### src/rtl/ring_freq_meter_pkg.sv
// Shared types and constants for the ring-oscillator frequency meter.
package ring_freq_meter_pkg;

    typedef enum logic [1:0] {
        IDLE    = 2'd0,
        ARM     = 2'd1,
        MEASURE = 2'd2,
        LATCH   = 2'd3
    } meter_state_t;

    localparam int LED_BITS = 3;

endpackage

### src/rtl/ring_freq_meter_sync_edge_det.sv
// Purpose: synchronizes an async toggle into clk and flags its rising edges.
// Latency: rise asserts SYNC_STAGES cycles after the edge is first sampled.
// Backpressure: none; free-running, rise is a single-cycle pulse.
module ring_freq_meter_sync_edge_det #(
    parameter int SYNC_STAGES = 2
) (
    input  logic clk,
    input  logic rst_n,
    input  logic d,
    output logic rise
);

    logic [SYNC_STAGES-1:0] sync_q;
    logic                   prev_q;

    always_ff @(posedge clk or negedge rst_n) begin
        if (!rst_n) begin
            sync_q <= '0;
            prev_q <= 1'b0;
        end else begin
            sync_q <= {sync_q[SYNC_STAGES-2:0], d};
            prev_q <= sync_q[SYNC_STAGES-1];
        end
    end

    assign rise = sync_q[SYNC_STAGES-1] & ~prev_q;

endmodule

### src/rtl/ring_freq_meter.sv
// Purpose: counts osc_in rising edges over 2**WINDOW_LOG2 clk cycles and publishes the count.
// Latency: count_valid pulses the cycle after the last MEASURE cycle; period 2**WINDOW_LOG2+2.
// Backpressure: none; results are fire-and-forget, enable low aborts the open window.
module ring_freq_meter
    import ring_freq_meter_pkg::*;
#(
    parameter int WINDOW_LOG2 = 16,
    parameter int COUNT_W     = 16,
    parameter int SYNC_STAGES = 2
) (
    input  logic               clk,
    input  logic               rst_n,
    input  logic               osc_in,
    input  logic               enable,
    output logic [COUNT_W-1:0] count,
    output logic               count_valid,
    output logic               overflow,
    output logic [2:0]         led
);

    localparam logic [COUNT_W-1:0]   CNT_MAX  = '1;
    localparam logic [WINDOW_LOG2:0] WIN_LAST = {1'b0, {WINDOW_LOG2{1'b1}}};

    meter_state_t             state, state_nxt;
    logic [WINDOW_LOG2:0]     window_cnt;
    logic [COUNT_W-1:0]       edge_cnt, edge_nxt;
    logic                     sat, sat_nxt;
    logic                     rise;
    logic                     win_done;
    logic                     publish;

    ring_freq_meter_sync_edge_det #(
        .SYNC_STAGES (SYNC_STAGES)
    ) u_sync (
        .clk   (clk),
        .rst_n (rst_n),
        .d     (osc_in),
        .rise  (rise)
    );

    // Saturating count including this cycle's edge, so the final MEASURE edge is published.
    always_comb begin
        edge_nxt = edge_cnt;
        if (rise && (edge_cnt != CNT_MAX))
            edge_nxt = edge_cnt + 1'b1;
        sat_nxt = sat | (edge_nxt == CNT_MAX);
    end

    assign win_done = (window_cnt == WIN_LAST);

    always_comb begin
        state_nxt = state;
        publish   = 1'b0;
        case (state)
            IDLE:    if (enable) state_nxt = ARM;
            ARM:     state_nxt = enable ? MEASURE : IDLE;
            MEASURE: begin
                if (!enable) begin
                    state_nxt = IDLE;
                end else if (win_done) begin
                    state_nxt = LATCH;
                    publish   = 1'b1;
                end
            end
            LATCH:   state_nxt = enable ? ARM : IDLE;
            default: state_nxt = IDLE;
        endcase
    end

    always_ff @(posedge clk or negedge rst_n) begin
        if (!rst_n) begin
            state       <= IDLE;
            window_cnt  <= '0;
            edge_cnt    <= '0;
            sat         <= 1'b0;
            count       <= '0;
            overflow    <= 1'b0;
            count_valid <= 1'b0;
        end else begin
            state       <= state_nxt;
            count_valid <= publish;
            // Counters run only while staying in MEASURE; every other path leaves them cleared.
            if (state == MEASURE && state_nxt == MEASURE) begin
                window_cnt <= window_cnt + 1'b1;
                edge_cnt   <= edge_nxt;
                sat        <= sat_nxt;
            end else begin
                window_cnt <= '0;
                edge_cnt   <= '0;
                sat        <= 1'b0;
            end
            if (publish) begin
                count    <= edge_nxt;
                overflow <= sat_nxt;
            end
        end
    end

    assign led = count[COUNT_W-1 -: LED_BITS];

endmodule

### config.mk
export PLATFORM = sky130hd
export DESIGN_NAME = ring_freq_meter
export DESIGN_NICKNAME = d
export VERILOG_FILES = /design/src/rtl/ring_freq_meter_pkg.sv /design/src/rtl/ring_freq_meter_sync_edge_det.sv /design/src/rtl/ring_freq_meter.sv
export SDC_FILE = /design/constraint.sdc
export NUM_CORES = 1
export LEC_CHECK = 0
export CAP_MARGIN = 0
export CORE_MARGIN = 4
export CORE_UTILIZATION = 56
export DETAILED_ROUTE_END_ITERATION = 16
export PLACE_DENSITY = 0.77
export SYNTH_ARGS = -nofsm -noshare
export SYNTH_HDL_FRONTEND = slang
export SYNTH_SLANG_ARGS = --single-unit
### constraint.sdc
create_clock -name clk -period 2.55 [get_ports clk]
set_input_delay 0.3825 -clock clk [delete_from_list [all_inputs] [get_ports clk]]
set_output_delay 0.3825 -clock clk [all_outputs]
set_load 0.02 [all_outputs]
==> results list, run 1 <==
- Status: finished, final reports clean
- After synthesis, the netlist uses 50 different library cells.
* Cell leakage power: about 1.3 nW
- Full die area: 6070 µm²
- Power per unit of standard cell area: ~600 nW/µm²
- Of all nets on the critical path, the largest fanout is 9.
- STA classifies the critical path endpoint as a register.
- Clock tree synthesis found a total of 57 sinks.
- Worst slew slack as a fraction of its limit: 0.520
- WL/cell: between 10 and 15 µm
- The first global-routing pass estimated 10100 µm of wire.
- The Yosys step of the flow raised 0 warnings.
* Min setup slack post-route: 0.239 ns
- Clock tree from TritonCTS: done
- Hold Vio Cnt, Final: 0
- Critical Path, Cell by Cell: ha_1 > nand3_2 > or2_2 > nor4_1 > nand3_1 > xnor2_1 > o21ai_0
- Layout Skew: between 0.004 and 0.005 ns
- Across the VDD grid, the largest voltage drop is approximately 0.00047 V.
- Count of hold-fix buffers inserted at cts: 0
- Number of top-level design ports: 25
- The floorplan step set the die height to a little under 80 µm.
* Data required time of the worst path: 2.77 ns
- The region available for standard cell placement spans 4720 µm².
- The first detailed-routing pass ran for 4 iterations.
- Post-synthesis cell area: between 2000 and 3000 µm²
- Summed over all layers, the routed wires come to 5680 µm.
- Met2 layer wire length in the routed design: 2560 µm
- Leading cell types in the layout, fill and taps excluded: dfrtp_1 (57), nor2_1 (43), nand2_1 (33), clkdlybuf4s50_1 (23), o21ai_0 (22)
* Post-detailed-route count of antenna-violating nets: 0
- Top routing layer in use: met4
* Achievable clock frequency: 433 MHz
* CP max stage delay: 0.45 ns
* Fraction of the cycle the final worst path needs: 0.906
* Initial drt markers: about 110
* GRT Overall Usage: 0.214
* Routed met1 length: 2780 µm
- Worst slack after detailed placement: 0.277 ns
- For this design, the slowest cell found on the critical path is nor4_1.
- Entering global routing, the biggest net connects 33 pins.
- Worst hold path type: in -> async
- Number of filler cells placed in the layout: 378
* DR vias: around 2100
- The tree is rooted in a clkbuf_8.
- The die is 77.9 µm wide.
- Max-Cap Viols: 0
- Arrival time worst endpoint: 2.53 ns
- Wire segments on met3 add up to 234 µm in the final route.
- Final Wtd Congestion: 0.874
- HPWL Detailed: 4000 µm
* Initial core utilization: 0.580
* Tmin final: ~2.3 ns
- Quantity of I/O buffers inserted on ports: 24
- Final sum of negative setup slack: 0 ns
- Number of global-route vias before repair: between 2000 and 2500
- Sort of element at the start of the critical path: register
- Number of gates resized after cts: 0
* Vias per std cell: 5.59
- Final routed DRC violation total: 0
- RSZ-0062 raised after global routing: no
- Post-CTS timing repair inserted 0 buffers for setup.
- The clock tree synthesis step divided the H-tree into 3 levels.
* Max clock buf depth: 2
- Counting flops and latches in the post-synthesis netlist gives 57.
* Share of post-route cells with drive strength above 1: 0.114
- A synthesized cell averages 9.78 µm².
- Worst r2r path cells: 7
- The finished cells cover 3280 µm².
* Transition time of the tightest slew-check pin: 0.720 ns
* Final Hold Slack: 0.0959 ns
- Most common cell after layout, fill and taps aside: dfrtp_1
* Syn nets: 287
* Layout net count: 317
- Once placement finished, the instance area stood at around 3000 µm².
- Overflow left after global routing: 0
* Final Setup Violations: 0
- 0 antenna diodes ended up in the layout.
* Final-report max-slew violation count: 0
* Sequential element share of the synthesized area: 0.521
- Insertion delay to the later sink of the worst-skew pair: 0.34 ns
* Worst setup path category: reg -> reg
- Number of placement rows: 25
- Syn-to-layout area delta: 19.7%
- Clock-pin slew was measured on the worst setup and hold paths at roughly 0.060 ns.
- Gate count of the mapped netlist: 280
* Initial antenna violation count: 0
- Counting the buffers created by CTS gives 9.
==> metrics by stage <==
stage	cells	util	total power, mW
after floorplan	280	-	0.957
after global placement	366	0.645	0.992
final	382	0.694	1.94
after CTS	382	0.694	1.95
after global routing	382	0.694	2.01
after detailed placement	366	0.645	0.993
==> state kept, by name (all words and copies together) (netlist names) <==
name and cells:
u_sync.sync_q 2, u_sync.prev_q 1, count 16, state 2, edge_cnt 16, sat 1, window_cnt 17, overflow 1
count_valid 1
==> routing by layer <==
metal,track usage,vias to the layer above
li1,-,1040
met1,0.290,1035
met2,0.332,48
met3,0.0487,11
met4,0.0909,0
met5,0,-
==> path summary, 6_finish.rpt <==
| check | from | endpoint | slack [ns] |
|---|---|---|---|
| setup / recovery | edge_cnt[1] | count[10] | 0.24 |
| hold / removal | rst_n | edge_cnt[10] | 0.1 |
| setup reg to reg | edge_cnt[1] | count[10] | 0.24 |
| hold reg to reg | u_sync.sync_q[0] | u_sync.sync_q[1] | 0.35 |
| max in group asynchronous | rst_n | count[6] | 1.80 |
| min in group clk | u_sync.sync_q[0] | u_sync.sync_q[1] | 0.35 |
==> Yosys cell counts, drive strengths merged <==
| cell type | instances | share of area |
|---|---|---|
| nand2b | 5 | 0.011 |
| or4 | 2 | 0.0069 |
| a21oi | 5 | 0.0091 |
| nand3 | 12 | 0.024 |
| nor3 | 3 | 0.0073 |
| o211a | 1 | 0.0037 |
| o22ai | 2 | 0.0046 |
| and2 | 4 | 0.0096 |
| xor2 | 10 | 0.032 |
| inv | 8 | 0.011 |
| o2111a | 1 | 0.0041 |
| nor2 | 43 | 0.059 |
| nor4 | 7 | 0.021 |
| nand4b | 2 | 0.0064 |
| clkbuf | 7 | 0.010 |
| xnor2 | 10 | 0.032 |
| a21o | 3 | 0.0087 |
| and2b | 1 | 0.0027 |
| a41oi | 1 | 0.0032 |
| and4 | 2 | 0.0073 |
| dfrtp | 57 | 0.52 |
| o21ai | 23 | 0.042 |
| mux2i | 2 | 0.0073 |
| buf | 4 | 0.010 |
| ha | 3 | 0.014 |
| and3 | 3 | 0.0069 |
| nor4bb | 1 | 0.0037 |
| a31oi | 2 | 0.0046 |
| a221oi | 1 | 0.0055 |
| a211oi | 1 | 0.0027 |
| nand4 | 9 | 0.031 |
| a21boi | 1 | 0.0027 |
| or3 | 3 | 0.0069 |
| o31a | 2 | 0.0064 |
| a2111oi | 1 | 0.0037 |
| o31ai | 3 | 0.0082 |
| or2 | 2 | 0.0046 |
| nand2 | 33 | 0.045 |
==> critical path: cells and delay by family (launching register included) <==
kind,cells,cell delay [ns]
fa+ha+maj,1,0.27
xor+xnor,1,0.19
simple gates,4,1.20
compound gates,1,0.10
flops,1,0.43
==> cell type report <==
cell class | instances | area (µm²) | share of cell area
flip-flops and latches | 57 | 1430 | 0.435
multi-input cells | 204 | 1230 | 0.374
repair buffers | 30 | 280 | 0.0856
clock buffers | 11 | 151 | 0.0462
well taps | 67 | 83.8 | 0.0256
clock inverters | 5 | 77.6 | 0.0237
inverters | 8 | 30.0 | 0.00917
==> power by group <==
part           internal, mW  switching, mW  total [mW]
clock                 0.599          0.361       0.961
sequential            0.912        0.00534       0.918
combinational        0.0159         0.0415      0.0575
total                  1.53          0.408        1.94
==> cells by family (layout without fill, tap and decap cells) <==
family	after synthesis	in the layout	share of synthesized area
AOI/OAI and AO/OA	47	47	0.109
adders and majority gates	3	3	0.0137
xor gates and xnor gates	20	20	0.0640
buffers and inverters	19	54	0.0311
and+or+nand+nor	132	132	0.254
DFF	57	57	0.521
muxes	2	2	0.00731
Power figures use the tool's default switching activity.
==> inputs of run 2 (changes only) <==
CTS_CLUSTER_DIAMETER = 40   (was default)
==> results of run 2 <==
Same layout as run 1: the final DEF is identical, and so are final timing and power.
